$ cat src/rtl/aes_kat_pkg.sv
// Shared definitions for the AES known-answer-test sequencer.
// Holds the mode encoding, the FSM state type, the FIPS-197 test vectors,
// the per-test vector record and a helper that assembles one record.
package aes_kat_pkg;

    localparam int unsigned NUM_TESTS = 6;
    localparam int unsigned IDX_W     = 3;
    localparam int unsigned MODE_W    = 2;
    localparam int unsigned KEY_W     = 256;
    localparam int unsigned BLOCK_W   = 128;
    localparam int unsigned CNT_W     = 16;

    // Key-size encoding presented to the AES core
    localparam logic [MODE_W-1:0] MODE_128 = 2'd0;
    localparam logic [MODE_W-1:0] MODE_192 = 2'd1;
    localparam logic [MODE_W-1:0] MODE_256 = 2'd2;

    typedef enum logic [2:0] {
        ST_IDLE  = 3'd0,
        ST_START = 3'd1,
        ST_WAIT  = 3'd2,
        ST_NEXT  = 3'd3,
        ST_DONE  = 3'd4
    } state_t;

    // FIPS-197 appendix C vectors; keys are left-aligned in a 256-bit field
    localparam logic [BLOCK_W-1:0] KAT_PT =
        128'h00112233445566778899aabbccddeeff;

    localparam logic [KEY_W-1:0] KAT_KEY128 =
        256'h000102030405060708090a0b0c0d0e0f_00000000000000000000000000000000;
    localparam logic [KEY_W-1:0] KAT_KEY192 =
        256'h000102030405060708090a0b0c0d0e0f1011121314151617_0000000000000000;
    localparam logic [KEY_W-1:0] KAT_KEY256 =
        256'h000102030405060708090a0b0c0d0e0f101112131415161718191a1b1c1d1e1f;

    localparam logic [BLOCK_W-1:0] KAT_CT128 =
        128'h69c4e0d86a7b0430d8cdb78070b4c55a;
    localparam logic [BLOCK_W-1:0] KAT_CT192 =
        128'hdda97ca4864cdfe06eaf70a0ec0d7191;
    localparam logic [BLOCK_W-1:0] KAT_CT256 =
        128'h8ea2b7ca516745bfeafc49904b496089;

    // Everything the sequencer needs to run and grade one test
    typedef struct packed {
        logic [MODE_W-1:0]  mode;
        logic               decrypt;
        logic [KEY_W-1:0]   key;
        logic [BLOCK_W-1:0] din;
        logic [BLOCK_W-1:0] expected;
    } kat_vec_t;

    // Builds a test record: encrypt feeds plaintext, decrypt feeds ciphertext
    function automatic kat_vec_t make_vec(
        input logic [MODE_W-1:0]  mode,
        input logic               decrypt,
        input logic [KEY_W-1:0]   key,
        input logic [BLOCK_W-1:0] ct
    );
        kat_vec_t v;
        v.mode     = mode;
        v.decrypt  = decrypt;
        v.key      = key;
        v.din      = decrypt ? ct : KAT_PT;
        v.expected = decrypt ? KAT_PT : ct;
        return v;
    endfunction

endpackage

$ cat src/rtl/aes_kat_rom.sv
// Combinational vector table for the known-answer tests.
// Ports:
//   idx   - test index (0=E128 1=D128 2=E192 3=D192 4=E256 5=D256)
//   vec_c - mode, direction, key, input block and expected output for idx;
//           all zero for indices beyond the last test
module aes_kat_rom
    import aes_kat_pkg::*;
(
    input  logic [IDX_W-1:0] idx,
    output kat_vec_t         vec_c
);

    // Index-to-vector lookup
    always_comb begin
        vec_c = '0;
        case (idx)
            3'd0:    vec_c = make_vec(MODE_128, 1'b0, KAT_KEY128, KAT_CT128);
            3'd1:    vec_c = make_vec(MODE_128, 1'b1, KAT_KEY128, KAT_CT128);
            3'd2:    vec_c = make_vec(MODE_192, 1'b0, KAT_KEY192, KAT_CT192);
            3'd3:    vec_c = make_vec(MODE_192, 1'b1, KAT_KEY192, KAT_CT192);
            3'd4:    vec_c = make_vec(MODE_256, 1'b0, KAT_KEY256, KAT_CT256);
            3'd5:    vec_c = make_vec(MODE_256, 1'b1, KAT_KEY256, KAT_CT256);
            default: vec_c = '0;
        endcase
    end

endmodule

$ cat src/rtl/aes_kat_sequencer.sv
// AES power-on self-test sequencer.
// Runs the six FIPS-197 known-answer tests in order against a shared
// iterative AES core and latches one pass LED per test.
// Ports:
//   clk, rst_n           - clock, asynchronous active-low reset
//   enable               - high runs the tests; low aborts and clears results
//   core_start           - one-cycle request pulse to the core
//   core_mode            - key size (0=128, 1=192, 2=256)
//   core_decrypt         - 1 selects decrypt
//   core_key, core_din   - left-aligned key and input block, stable START..WAIT
//   core_dout, core_done - result block and its one-cycle completion pulse
//   e128..d256           - per-test pass LEDs
//   busy                 - high while a test is in flight (START/WAIT/NEXT)
//   all_done             - high once all six tests have completed
// Parameter:
//   TIMEOUT - cycles to wait for core_done per test (1..65535)
module aes_kat_sequencer
    import aes_kat_pkg::*;
#(
    parameter int unsigned TIMEOUT = 255
) (
    input  logic               clk,
    input  logic               rst_n,
    input  logic               enable,
    output logic               core_start,
    output logic [MODE_W-1:0]  core_mode,
    output logic               core_decrypt,
    output logic [KEY_W-1:0]   core_key,
    output logic [BLOCK_W-1:0] core_din,
    input  logic [BLOCK_W-1:0] core_dout,
    input  logic               core_done,
    output logic               e128,
    output logic               d128,
    output logic               e192,
    output logic               d192,
    output logic               e256,
    output logic               d256,
    output logic               busy,
    output logic               all_done
);

    localparam logic [IDX_W-1:0] LAST_IDX    = IDX_W'(NUM_TESTS - 1);
    localparam logic [CNT_W-1:0] TIMEOUT_CNT = CNT_W'(TIMEOUT);

    state_t                 state;
    logic [IDX_W-1:0]       idx;
    logic [CNT_W-1:0]       wait_cnt;
    logic [NUM_TESTS-1:0]   pass;

    logic [IDX_W-1:0]       rom_idx_c;
    kat_vec_t               vec_c;
    logic [CNT_W-1:0]       wait_inc_c;
    logic                   timeout_hit_c;
    logic                   match_c;

    // In NEXT the ROM looks one test ahead so START can present the new
    // vector; everywhere else it serves the current test (idx is 0 in IDLE).
    assign rom_idx_c = (state == ST_NEXT) ? IDX_W'(idx + IDX_W'(1)) : idx;

    aes_kat_rom u_rom (
        .idx   (rom_idx_c),
        .vec_c (vec_c)
    );

    // Saturating wait counter increment and timeout detect
    assign wait_inc_c    = (wait_cnt == {CNT_W{1'b1}}) ? wait_cnt
                                                       : CNT_W'(wait_cnt + CNT_W'(1));
    assign timeout_hit_c = (wait_inc_c == TIMEOUT_CNT);

    // Full-width compare; no partial credit
    assign match_c = (core_dout == vec_c.expected);

    // Sequencer FSM, index, wait counter, pass register and core request
    always_ff @(posedge clk or negedge rst_n) begin
        if (!rst_n) begin
            state        <= ST_IDLE;
            idx          <= '0;
            wait_cnt     <= '0;
            pass         <= '0;
            busy         <= 1'b0;
            all_done     <= 1'b0;
            core_start   <= 1'b0;
            core_mode    <= '0;
            core_decrypt <= 1'b0;
            core_key     <= '0;
            core_din     <= '0;
        end else if (!enable) begin
            // Abort from any state; core request fields keep their last value
            state      <= ST_IDLE;
            idx        <= '0;
            wait_cnt   <= '0;
            pass       <= '0;
            busy       <= 1'b0;
            all_done   <= 1'b0;
            core_start <= 1'b0;
        end else begin
            core_start <= 1'b0;
            case (state)
                ST_IDLE: begin
                    state        <= ST_START;
                    busy         <= 1'b1;
                    core_start   <= 1'b1;
                    core_mode    <= vec_c.mode;
                    core_decrypt <= vec_c.decrypt;
                    core_key     <= vec_c.key;
                    core_din     <= vec_c.din;
                end
                ST_START: begin
                    state    <= ST_WAIT;
                    wait_cnt <= '0;
                end
                ST_WAIT: begin
                    // A done coinciding with the timeout still counts
                    if (core_done) begin
                        pass[idx] <= match_c;
                        state     <= ST_NEXT;
                    end else if (timeout_hit_c) begin
                        pass[idx] <= 1'b0;
                        state     <= ST_NEXT;
                    end else begin
                        wait_cnt <= wait_inc_c;
                    end
                end
                ST_NEXT: begin
                    if (idx == LAST_IDX) begin
                        state    <= ST_DONE;
                        busy     <= 1'b0;
                        all_done <= 1'b1;
                    end else begin
                        idx          <= IDX_W'(idx + IDX_W'(1));
                        state        <= ST_START;
                        core_start   <= 1'b1;
                        core_mode    <= vec_c.mode;
                        core_decrypt <= vec_c.decrypt;
                        core_key     <= vec_c.key;
                        core_din     <= vec_c.din;
                    end
                end
                ST_DONE: begin
                    state <= ST_DONE;
                end
                default: begin
                    state <= ST_IDLE;
                    busy  <= 1'b0;
                end
            endcase
        end
    end

    assign e128 = pass[0];
    assign d128 = pass[1];
    assign e192 = pass[2];
    assign d192 = pass[3];
    assign e256 = pass[4];
    assign d256 = pass[5];

endmodule

$ cat config.mk
export PLATFORM = sky130hd
export DESIGN_NAME = aes_kat_sequencer
export DESIGN_NICKNAME = d
export VERILOG_FILES = /design/src/rtl/aes_kat_pkg.sv /design/src/rtl/aes_kat_rom.sv /design/src/rtl/aes_kat_sequencer.sv
export SDC_FILE = /design/constraint.sdc
export NUM_CORES = 1
export LEC_CHECK = 0
export ABC_AREA = 1
export ABC_CLOCK_PERIOD_IN_PS = 6000
export BUFFER_PORTS_ARGS = -buffer_cell sky130_fd_sc_hd__buf_2
export CAP_MARGIN = 30
export CORE_AREA = 2 2 208 210
export CTS_CLUSTER_DIAMETER = 50
export DETAILED_ROUTE_END_ITERATION = 6
export DIE_AREA = 0 0 210 212
export GPL_ROUTABILITY_DRIVEN = 0
export HOLD_SLACK_MARGIN = 0.08
export PLACE_DENSITY = 0.5
export SETUP_SLACK_MARGIN = 0.05
export SLEW_MARGIN = 10
export SYNTH_ARGS = -nofsm -noshare
export SYNTH_HDL_FRONTEND = slang
export SYNTH_SLANG_ARGS = --single-unit
$ cat constraint.sdc
create_clock -name clk -period 6 [get_ports clk]
set_input_delay 0.3 -clock clk [delete_from_list [all_inputs] [get_ports clk]]
set_output_delay 0.3 -clock clk [all_outputs]
set_load 0.03 [all_outputs]
==> impl_metrics.env, run 1 <==
export IMPL_coreArea_mm2=0.0425
export IMPL_cp_depth=15
export IMPL_finalSetupTns_ps=0
export IMPL_cts_resized=0
export IMPL_layout_nets=1447
export IMPL_end_kind="flip-flop"
export IMPL_finClkSkew_ps=7.03
export IMPL_synthArstFlopShare=1.00
export IMPL_setup_viol=0
export IMPL_layout_commonest_cell="buf_2"
export IMPL_critPathArrivalTime_ps=3340
export IMPL_r2r_start="idx[1]$_DFFE_PN0P_"
export IMPL_status="completed"
export IMPL_initial_core_util=0.176
export IMPL_cts_sinks=49
export IMPL_cp_cell_sequence="inv_1, ha_1, inv_1, nand2_1, nand2_2, nand3_2, inv_1, o21ai_0, nor2_1, nand2_1, nor2_1, nand2_1, nor2_2, nand4_1, a21oi_1"
export IMPL_crit_slowest_cell="dfrtp_1"
export IMPL_syn_avg_cell_area_um2=6.43
export IMPL_rsz0062_at_grt="false"
export IMPL_vias=6866
export IMPL_critPathLaunchType="flip-flop"
export IMPL_crit_buf_inv=3
export IMPL_clockBufferDepth=2
export IMPL_cp_top_family="simple AND/OR/NAND/NOR gates"
export IMPL_dp_hpwl_um=22300
export IMPL_wl_per_cell_um=13.8
export IMPL_holdWs_ps=116
export IMPL_timing_rr_end="pass[1]$_DFFE_PN0P_"
export IMPL_post_route_period_util=0.519
export IMPL_reg2reg_slack_ps=2880
export IMPL_grt_total_usage=0.106
export IMPL_setup_worst_path_class="reg -> reg"
export IMPL_drt_iter0_drc=327
export IMPL_drv_cap=0
export IMPL_synth_top_flop_cell="dfrtp_1"
export IMPL_max_freq_mhz=321
export IMPL_num_rows=76
export IMPL_finalHoldViolCount=0
export IMPL_critPathLaunch="idx[1]$_DFFE_PN0P_"
export IMPL_worstSkewPairLatency_ps=300
export IMPL_placed_cells=1850
export IMPL_grt_overflow=0
export IMPL_fin_area_mm2=0.00788
export IMPL_cts_tree="yes"
export IMPL_mostFrequentLayoutCells="buf_2 (346), nand2_1 (288), conb_1 (181), inv_1 (99), nor2_1 (89)"
export IMPL_post_cts_buffers=0
export IMPL_cts_root_buf="clkbuf_16"
export IMPL_ys_warn_count=0
export IMPL_grt_max_degree=50
export IMPL_grt_pass1_vias=5593
export IMPL_finalMaxSlewViolations=0
export IMPL_relSlewSlack=0.367
export IMPL_ir_drop_mv=0.114
export IMPL_drcViolationCount=0
export IMPL_crit_end="pass[1]$_DFFE_PN0P_"
export IMPL_n_fill_cell=4874
export IMPL_synth_edf_count=0
export IMPL_cts_clk_slew_worst_paths_ps=70
export IMPL_ant_nets=0
export IMPL_io_buffers=346
export IMPL_crit_fanout=12
export IMPL_via_per_inst=3.69
export IMPL_critical_path_required_ps=6230
export IMPL_stdcell_count=1863
export IMPL_antenna_found_initial=12
export IMPL_pin_count=528
export IMPL_postRouteWirelength_um=25600
export IMPL_hold_class="in -> async"
export IMPL_powerDensity_mw_per_mm2=217
export IMPL_tightest_slew_ps=940
export IMPL_ys_seq_area_frac=0.164
export IMPL_power_leakage_uw=0.00468
export IMPL_total_power_uw=1710
export IMPL_die_height_um=212
export IMPL_netlist_cell_type_count=40
export IMPL_r2r_cells=15
export IMPL_dr_pass1_iters=5
export IMPL_htree_levels=2
export IMPL_cts_hold_buffers=0
export IMPL_finalCriticalPeriod_ps=3120
export IMPL_max_stage_delay_ps=450
export IMPL_synth_seq_cells=49
export IMPL_cts_made_buffers=5
export IMPL_syn_cell_area_mm2=0.00747
export IMPL_grt_pass1_wl_um=35200
export IMPL_die_area_mm2=0.0445
export IMPL_die_w_um=210
export IMPL_synth_cells=1163
export IMPL_drive_above_1_share=0.308
export IMPL_areaGrowthSynthToFinish_pct=5.47
export IMPL_place_area_mm2=0.00767
-- power breakdown --
group	switching (µW)	internal [µW]	total (µW)
Combinational	758	216	974
Sequential	43.0	354	397
Clock	131	208	340
-- registers in the layout (all words and copies together), names as in the netlist --
| signal | cells |
|---|---|
| all_done | 1 |
| busy | 1 |
| core_din | 14 |
| core_key | 3 |
| core_mode | 1 |
| core_start | 1 |
| idx | 3 |
| pass | 6 |
| state | 3 |
| wait_cnt | 16 |
-- kinds of logic (layout without fill, tap and decap cells) --
| group | Yosys count | after routing | share of synthesized area |
|---|---|---|---|
| AOI/OAI and AO/OA | 73 | 73 | 0.0564 |
| xor gates and xnor gates | 12 | 12 | 0.0141 |
| adders and majority gates | 3 | 3 | 0.00502 |
| buffers and inverters | 489 | 459 | 0.440 |
| DFF | 49 | 49 | 0.164 |
| other | 1 | 185 | 0.000502 |
| and+or+nand+nor | 536 | 536 | 0.320 |
-- worst min-delay path by stage --
stage | end | depth (start not counted) | slack (ps)
final | wait_cnt[2]$_DFFE_PN0P_ | 2 | 120
after global placement | wait_cnt[3]$_DFFE_PN0P_ | 2 | 460
after detailed placement | wait_cnt[2]$_DFFE_PN0P_ | 2 | 470
after floorplan | all_done$_DFFE_PN0P_ | 0 | 4
after CTS | wait_cnt[2]$_DFFE_PN0P_ | 2 | 150
after global routing | wait_cnt[2]$_DFFE_PN0P_ | 2 | 200
-- per-stage QoR --
| step | setup WS [ps] | utilization |
|---|---|---|
| 6_report | 2880 | 0.185 |
| 5_1_grt | 2470 | 0.185 |
| 3_3_place_gp | 2710 | 0.180 |
| 3_5_place_dp | 2700 | 0.180 |
| 4_1_cts | 2670 | 0.185 |
| 2_1_floorplan | 3760 | - |
-- final cells by class --
| type | count | area (µm²) | area share |
|---|---|---|---|
| Tap cell | 546 | 683 | 0.0867 |
| Multi-Input combinational cell | 805 | 3630 | 0.461 |
| Sequential cell | 49 | 1230 | 0.156 |
| Clock inverter | 2 | 37.5 | 0.00476 |
| Inverter | 103 | 387 | 0.0490 |
| Antenna cell | 4 | 10.0 | 0.00127 |
| Clock buffer | 6 | 139 | 0.0176 |
| Timing Repair Buffer | 348 | 1770 | 0.224 |
-- synthesized netlist by cell type (3+ instances only) --
| library cell | count | area, µm² |
|---|---|---|
| o211ai_1 | 6 | 45.0 |
| nor2_2 | 5 | 31.3 |
| o21bai_1 | 3 | 22.5 |
| buf_2 | 4 | 20.0 |
| xor2_1 | 8 | 70.1 |
| o21ai_0 | 24 | 120 |
| nand2_2 | 11 | 68.8 |
| nand3_1 | 72 | 360 |
| clkbuf_1 | 3 | 11.3 |
| nor3_1 | 19 | 95.1 |
| nor2_1 | 89 | 334 |
| buf_4 | 373 | 2800 |
| a21oi_1 | 14 | 70.1 |
| o21ai_1 | 10 | 50.1 |
| nand3_2 | 5 | 50.1 |
| nor4_1 | 3 | 18.8 |
| nand2_1 | 288 | 1080 |
| ha_1 | 3 | 37.5 |
| nand2_4 | 8 | 90.1 |
| buf_6 | 5 | 56.3 |
| or3_1 | 3 | 18.8 |
| nor2_4 | 4 | 45.0 |
| a31oi_1 | 8 | 50.1 |
| xnor2_1 | 4 | 35.0 |
| nand4_1 | 13 | 81.3 |
| inv_1 | 99 | 372 |
| dfrtp_1 | 49 | 1230 |
| or2_2 | 13 | 81.3 |
-- layer usage --
| layer | part of all wire | global-route usage |
|---|---|---|
| met1 | 0.38 | 0.120 |
| met5 | 0.0029 | 0 |
| met2 | 0.52 | 0.203 |
| met4 | 0.018 | 0.0271 |
| met3 | 0.078 | 0.0219 |
Power figures use the tool's default switching activity.
==> run 2, diff against run 1 <==
--- a/config.mk
+++ b/config.mk
@@ -5,8 +5,8 @@
 export SDC_FILE = /design/constraint.sdc
 export NUM_CORES = 1
 export LEC_CHECK = 0
-export ABC_AREA = 1
-export ABC_CLOCK_PERIOD_IN_PS = 6000
+export ABC_AREA = 0
+export ABC_CLOCK_PERIOD_IN_PS = 3000
 export BUFFER_PORTS_ARGS = -buffer_cell sky130_fd_sc_hd__buf_2
 export CAP_MARGIN = 30
 export CORE_AREA = 2 2 208 210
@@ -15,7 +15,7 @@
 export DIE_AREA = 0 0 210 212
 export GPL_ROUTABILITY_DRIVEN = 0
 export HOLD_SLACK_MARGIN = 0.08
-export PLACE_DENSITY = 0.5
+export PLACE_DENSITY = 0.49
 export SETUP_SLACK_MARGIN = 0.05
 export SLEW_MARGIN = 10
 export SYNTH_ARGS = -nofsm -noshare
==> constraint.sdc (replaced) <==
create_clock -name clk -period 3 [get_ports clk]
set_input_delay 0.15 -clock clk [delete_from_list [all_inputs] [get_ports clk]]
set_output_delay 0.15 -clock clk [all_outputs]
set_load 0.03 [all_outputs]
==> run 2 against run 1 <==
First-iteration DRC count up 45%; non-clock buffer count up 95; largest cell class unchanged; maximum frequency up 5.3%; sequential power up 96%; highest routed layer is now met4.
==> impl_metrics.env, run 2 <==
export IMPL_grt_total_usage=0.0981
export IMPL_cts_tree="yes"
export IMPL_critical_path_required_ps=3210
export IMPL_cts_root_buf="clkbuf_16"
export IMPL_crit_fanout=6
export IMPL_multiInputGateArea_mm2=0.00393
export IMPL_syn_avg_cell_area_um2=7.65
export IMPL_relSlewSlack=0.465
export IMPL_cts_sinks=49
export IMPL_netlist_cell_type_count=83
export IMPL_post_route_period_util=0.987
export IMPL_die_height_um=212
export IMPL_n_fill_cell=4718
export IMPL_max_freq_mhz=338
export IMPL_ys_warn_count=0
export IMPL_min_delay_path_depth=2
export IMPL_critPathArrivalTime_ps=3170
export IMPL_die_w_um=210
export IMPL_cts_made_buffers=5
export IMPL_coreArea_mm2=0.0425
export IMPL_die_area_mm2=0.0445
export IMPL_synth_top_flop_cell="dfrtp_1"
export IMPL_end_kind="flip-flop"
export IMPL_rsz0062_at_grt="true"
export IMPL_pwr_share_comb=0.565
export IMPL_place_area_mm2=0.00798
export IMPL_postRouteWirelength_um=24500
export IMPL_synthTopCellsByCount="buf_4 (373), nand2_1 (65), nor2_1 (50)"
export IMPL_areaGrowthSynthToFinish_pct=19.6
export IMPL_mostFrequentLayoutCells="buf_2 (346), conb_1 (181), buf_4 (86), nand2_1 (65), nor2_1 (50)"
export IMPL_ir_drop_mv=0.297
export IMPL_netlist_top_cells_area="buf_4 (39%), dfrtp_1 (17%), nand2_1 (3.4%), o21ai_0 (2.9%), nor2_1 (2.6%)"
export IMPL_finalMaxSlewViolations=0
export IMPL_largest_reg_flops=16
export IMPL_grt_pass1_vias=5767
export IMPL_p_sw_frac=0.537
export IMPL_drv_cap=0
export IMPL_finClkSkew_ps=13.5
export IMPL_grt_pass1_wl_um=33700
export IMPL_antenna_found_initial=2
export IMPL_setup_worst_path_class="reg -> reg"
export IMPL_wl_per_cell_um=14.3
export IMPL_layout_nets=1298
export IMPL_synth_cells=941
export IMPL_r2r_cells=10
export IMPL_power_leakage_uw=0.00437
export IMPL_hold_class="in -> reg"
export IMPL_num_rows=76
export IMPL_vias=6853
export IMPL_powerDensity_mw_per_mm2=390
export IMPL_finalCriticalPeriod_ps=2960
export IMPL_critPathLaunchType="flip-flop"
export IMPL_synth_top_area_share=0.389
export IMPL_tightest_slew_ps=802
export IMPL_io_buffers=346
export IMPL_setup_viol=0
export IMPL_syn_cell_area_mm2=0.00720
export IMPL_pin_count=528
export IMPL_p_clk_frac=0.204
export IMPL_via_per_inst=4.01
export IMPL_ys_seq_area_frac=0.170
export IMPL_synthArstFlopShare=1.00
export IMPL_ant_nets=0
export IMPL_total_power_uw=3360
export IMPL_finalHoldViolCount=0
export IMPL_seqPwrFrac=0.231
export IMPL_clockBufferDepth=2
export IMPL_synth_most_common_cell="buf_4"
export IMPL_layout_commonest_cell="buf_2"
export IMPL_regMostFlops="wait_cnt"
export IMPL_reg_top3="wait_cnt (16), core_din (14), pass (6)"
export IMPL_layout_area_seq_mm2=0.00123
export IMPL_dr_pass1_iters=5
export IMPL_reg2reg_slack_ps=40
export IMPL_drt_iter0_drc=473
export IMPL_drcViolationCount=0
export IMPL_cts_clk_slew_worst_paths_ps=80
export IMPL_synth_edf_count=0
export IMPL_htree_levels=2
export IMPL_status="completed"
export IMPL_grt_overflow=0
export IMPL_dp_hpwl_um=20100
export IMPL_fin_area_mm2=0.00862
export IMPL_synth_seq_cells=49
export IMPL_grt_max_degree=44
export IMPL_worstSkewPairLatency_ps=310
export IMPL_p_switching_uw=1810
export IMPL_synth_top_cell_by_area="buf_4"
export IMPL_initial_core_util=0.169
export IMPL_internal_power_uw=1560
export IMPL_drive_above_1_share=0.446
==> run 2: changes by cell type in the layout (fill, tap and decap cells not counted), sizes merged, moves of 9 or more <==
cell / previous run / this run
buf: 348 / 442
nand3: 77 / 24
nor4: 3 / 22
nand4: 13 / 23
inv: 101 / 12
a21oi: 14 / 33
nand2: 308 / 65
a31oi: 8 / 17
and3: 0 / 10
nor2: 98 / 50
==> run 2: path summary, 6_finish.rpt <==
path / from / endpoint
worst max-delay path: idx[1]$_DFFE_PN0P_ / pass[4]$_DFFE_PN0P_
worst min-delay path: enable / busy$_DFFE_PN0P_
worst max register to register: idx[1]$_DFFE_PN0P_ / pass[4]$_DFFE_PN0P_
worst min register to register: core_mode[0]$_DFFE_PN0P_ / core_mode[0]$_DFFE_PN0P_
max in group asynchronous: rst_n / wait_cnt[9]$_DFFE_PN0P_
min in group asynchronous: rst_n / wait_cnt[10]$_DFFE_PN0P_
==> run 2: kinds of logic after synthesis <==
kind of cell,after synthesis,synth area share
AO/OA/AOI/OAI,193,0.188
XOR/XNOR,9,0.0141
adder cells (fa/ha/maj),3,0.00521
buffers and inverters,421,0.422
flip-flops,49,0.170
multiplexers,5,0.00747
other,1,0.000521
AND/OR/NAND/NOR,260,0.193
==> run 2: through the flow <==
stage / TNS [ps] / hold slack, ps / cells / setup WS (ps) / util
6_report: 0 / 143 / 1711 / 39.6 / 0.203
5_1_grt: -596 / 139 / 1711 / -131 / 0.203
2_1_floorplan: 0 / -146 / 1121 / 54.1 / -
3_3_place_gp: -183 / 385 / 1687 / -51.8 / 0.187
3_5_place_dp: -922 / 201 / 1688 / -177 / 0.188
4_1_cts: 0 / 136 / 1698 / 47.9 / 0.195
==> run 2: what timing repair did <==
| item | in CTS | in global routing |
|---|---|---|
| gates resized for setup | 24 | 43 |
| endpoints found under the hold margin | 18 | 0 |
| hold buffers | 1 | 0 |
| endpoints found under the setup margin | 6 | 15 |
| cloned | 1 | 0 |
| buffers inserted | 0 | 11 |
| pin swaps | 4 | 16 |
==> run 2: cell type report <==
type | count | share of cell area
Tap cell | 546 | 0.0793
Timing Repair Buffer | 443 | 0.297
Sequential cell | 49 | 0.143
Clock buffer | 5 | 0.0145
Inverter | 12 | 0.00523
Clock inverter | 3 | 0.00508
Multi-Input combinational cell | 652 | 0.455
Antenna cell | 1 | 0.000290
==> run 2: layer usage <==
layer,GRT usage,up-vias,part of all wire
met4,0.0284,0,0.017
met2,0.173,392,0.50
met3,0.0145,16,0.072
li1,-,3212,-
met1,0.124,3233,0.41
met5,0,-,0
==> run 2: worst max-delay path, stage by stage (launching register included) <==
cell	delay, ps
dfrtp_1	450
inv_2	110
ha_4	200
and4b_2	250
a22oi_2	390
o21ai_1	120
a222oi_1	320
o211ai_1	200
nor4_4	340
nand4_4	220
o41ai_2	250
==> run 2: power groups by stage <==
stage | combinational [µW] | clock (µW) | sequential [µW]
4_1_cts | 1830 | 708 | 808
2_1_floorplan | 1790 | 0 | 842
3_5_place_dp | 1810 | 0 | 821
6_report | 1900 | 687 | 778
5_1_grt | 2000 | 724 | 790
3_3_place_gp | 1810 | 0 | 814
==> run 3, diff against run 2 <==
--- a/config.mk
+++ b/config.mk
@@ -5,17 +5,17 @@
 export SDC_FILE = /design/constraint.sdc
 export NUM_CORES = 1
 export LEC_CHECK = 0
-export ABC_AREA = 0
+export ABC_AREA = 1
 export ABC_CLOCK_PERIOD_IN_PS = 3000
 export BUFFER_PORTS_ARGS = -buffer_cell sky130_fd_sc_hd__buf_2
 export CAP_MARGIN = 30
-export CORE_AREA = 2 2 208 210
+export CORE_AREA = 2 2 203 205
 export CTS_CLUSTER_DIAMETER = 50
 export DETAILED_ROUTE_END_ITERATION = 6
-export DIE_AREA = 0 0 210 212
+export DIE_AREA = 0 0 205 207
 export GPL_ROUTABILITY_DRIVEN = 0
 export HOLD_SLACK_MARGIN = 0.08
-export PLACE_DENSITY = 0.49
+export PLACE_DENSITY = 0.52
 export SETUP_SLACK_MARGIN = 0.05
 export SLEW_MARGIN = 10
 export SYNTH_ARGS = -nofsm -noshare
==> run 3 against run 2 <==
Die area decreased by 4.7%; via count rose by 0.93%; maximum frequency rose by 8.2%.
==> impl_metrics.env, run 3 (synthesized netlist as in run 1, its figures left out) <==
export IMPL_pin_count=528
export IMPL_dp_hpwl_um=21800
export IMPL_min_delay_path_depth=4
export IMPL_critical_path_required_ps=3240
export IMPL_postRouteWirelength_um=25200
export IMPL_grt_pass1_wl_um=36100
export IMPL_drive_above_1_share=0.320
export IMPL_regMostFlops="wait_cnt"
export IMPL_powerDensity_mw_per_mm2=420
export IMPL_relSlewSlack=0.466
export IMPL_grt_total_usage=0.112
export IMPL_io_buffers=346
export IMPL_critPathArrivalTime_ps=2980
export IMPL_drcViolationCount=0
export IMPL_initial_core_util=0.185
export IMPL_reg2reg_slack_ps=260
export IMPL_drt_iter0_drc=384
export IMPL_grt_max_degree=44
export IMPL_mostFrequentLayoutCells="buf_2 (346), nand2_1 (287), conb_1 (181), inv_1 (99), nor2_1 (89)"
export IMPL_status="completed"
export IMPL_vias=6917
export IMPL_whs_endpoint="pass[0]$_DFFE_PN0P_"
export IMPL_cts_sinks=49
export IMPL_num_rows=74
export IMPL_ir_drop_mv=0.202
export IMPL_clockBufferDepth=2
export IMPL_holdWs_ps=171
export IMPL_setup_viol=0
export IMPL_cts_tree="yes"
export IMPL_finalHoldViolCount=0
export IMPL_critPathLaunchType="flip-flop"
export IMPL_hold_path_startpoint="core_done"
export IMPL_r2r_start="idx[0]$_DFFE_PN0P_"
export IMPL_hold_class="in -> reg"
export IMPL_wl_per_cell_um=13.6
export IMPL_worstSkewPairLatency_ps=300
export IMPL_reg_top3="wait_cnt (16), core_din (14), pass (6)"
export IMPL_tightest_slew_ps=793
export IMPL_layout_nets=1458
export IMPL_areaGrowthSynthToFinish_pct=7.45
export IMPL_dr_pass1_iters=4
export IMPL_largest_reg_flops=16
export IMPL_htree_levels=2
export IMPL_power_leakage_uw=0.00475
export IMPL_grt_overflow=0
export IMPL_end_kind="flip-flop"
export IMPL_coreArea_mm2=0.0404
export IMPL_timing_rr_end="pass[4]$_DFFE_PN0P_"
export IMPL_finClkSkew_ps=6.05
export IMPL_max_freq_mhz=365
export IMPL_ant_nets=0
export IMPL_via_per_inst=3.72
export IMPL_die_w_um=205
export IMPL_die_area_mm2=0.0424
export IMPL_post_route_period_util=0.912
export IMPL_drv_cap=0
export IMPL_cts_clk_slew_worst_paths_ps=70
export IMPL_antenna_found_initial=10
export IMPL_grt_pass1_vias=5846
export IMPL_final_util=0.199
export IMPL_setup_worst_path_class="reg -> reg"
export IMPL_layout_commonest_cell="buf_2"
export IMPL_die_height_um=207
export IMPL_cts_root_buf="clkbuf_16"
export IMPL_rsz0062_at_grt="true"
export IMPL_finalCriticalPeriod_ps=2740
export IMPL_finalMaxSlewViolations=0
export IMPL_critPathLaunch="idx[0]$_DFFE_PN0P_"
export IMPL_crit_fanout=9
export IMPL_cts_made_buffers=5
export IMPL_r2r_cells=19
-- run 3: per-layer routing --
| layer | share of wire | wire [µm] | GRT usage | up-vias |
|---|---|---|---|---|
| met4 | 0.032 | 796 | 0.0402 | 6 |
| met3 | 0.074 | 1850 | 0.0148 | 36 |
| met5 | 0.0015 | 38 | 0 | - |
| met2 | 0.50 | 12500 | 0.203 | 394 |
| li1 | - | - | - | 3403 |
| met1 | 0.40 | 9960 | 0.133 | 3078 |
-- run 3: worst max-delay path: stages (launching register included) --
cell and delay, ps:
dfrtp_2 460, ha_1 240, inv_1 80, nand2_1 50, nand2_1 80, nand2_1 90
nand2_4 190, buf_4 170, nand3_2 170, nand2_1 150, nand2_1 60, nor2_1 220
nand2_1 90, nor2_1 100, nand2_1 90, nor2_4 160, nand3_1 90, nand2_1 90
nand2_1 50, nand2_1 50
-- run 3: worst max path at each step --
| stage | cells past startpoint | slack, ps | to |
|---|---|---|---|
| after detailed placement | 15 | -90 | pass[4]$_DFFE_PN0P_ |
| after global routing | 15 | 20 | wait_cnt[4]$_DFFE_PN0P_ |
| final | 19 | 260 | pass[4]$_DFFE_PN0P_ |
| after CTS | 16 | 50 | pass[4]$_DFFE_PN0P_ |
| after floorplan | 18 | 760 | pass[4]$_DFFE_PN0P_ |
| after global placement | 15 | -130 | pass[4]$_DFFE_PN0P_ |
-- run 3: through the flow --
| step | worst slack [ps] | std cells | instance area [µm²] | total power (µW) | setup TNS [ps] |
|---|---|---|---|---|---|
| finish | 264 | 1859 | 8030 | 3370 | 0 |
| global route | 17.9 | 1858 | 8030 | 3570 | 0 |
| CTS | 50.9 | 1851 | 7880 | 3370 | 0 |
| detailed placement | -92.7 | 1842 | 7700 | 2760 | -448 |
| global placement | -132 | 1842 | 7700 | 2760 | -655 |
| floorplan | 761 | 1343 | 8150 | 2760 | 0 |
-- run 3: repair_timing --
action / 4_1_cts / 5_1_grt
cloned: 0 / 1
gates resized for setup: 5 / 15
hold buffers: 1 / 0
setup buffers: 0 / 3
pin swaps: 0 / 4
setup endpoints to repair: 6 / 22
hold endpoints to repair: 23 / 0
-- run 3: power breakdown --
part | switching [µW] | total, µW | internal, µW | leakage, µW
combinational | 1540 | 1980 | 446 | 0.00404
sequential | 81.9 | 790 | 708 | 0.000634
clock | 282 | 598 | 316 | 0.0000708
-- run 3: cell type report --
cell class	count	area [µm²]
fill	4691	32300
multi-input combinational	806	3740
timing repair buffer	358	1850
sequential	49	1230
tap	532	666
inverter	103	387
clock buffer	5	125
clock inverter	3	25.0
antenna	3	7.51
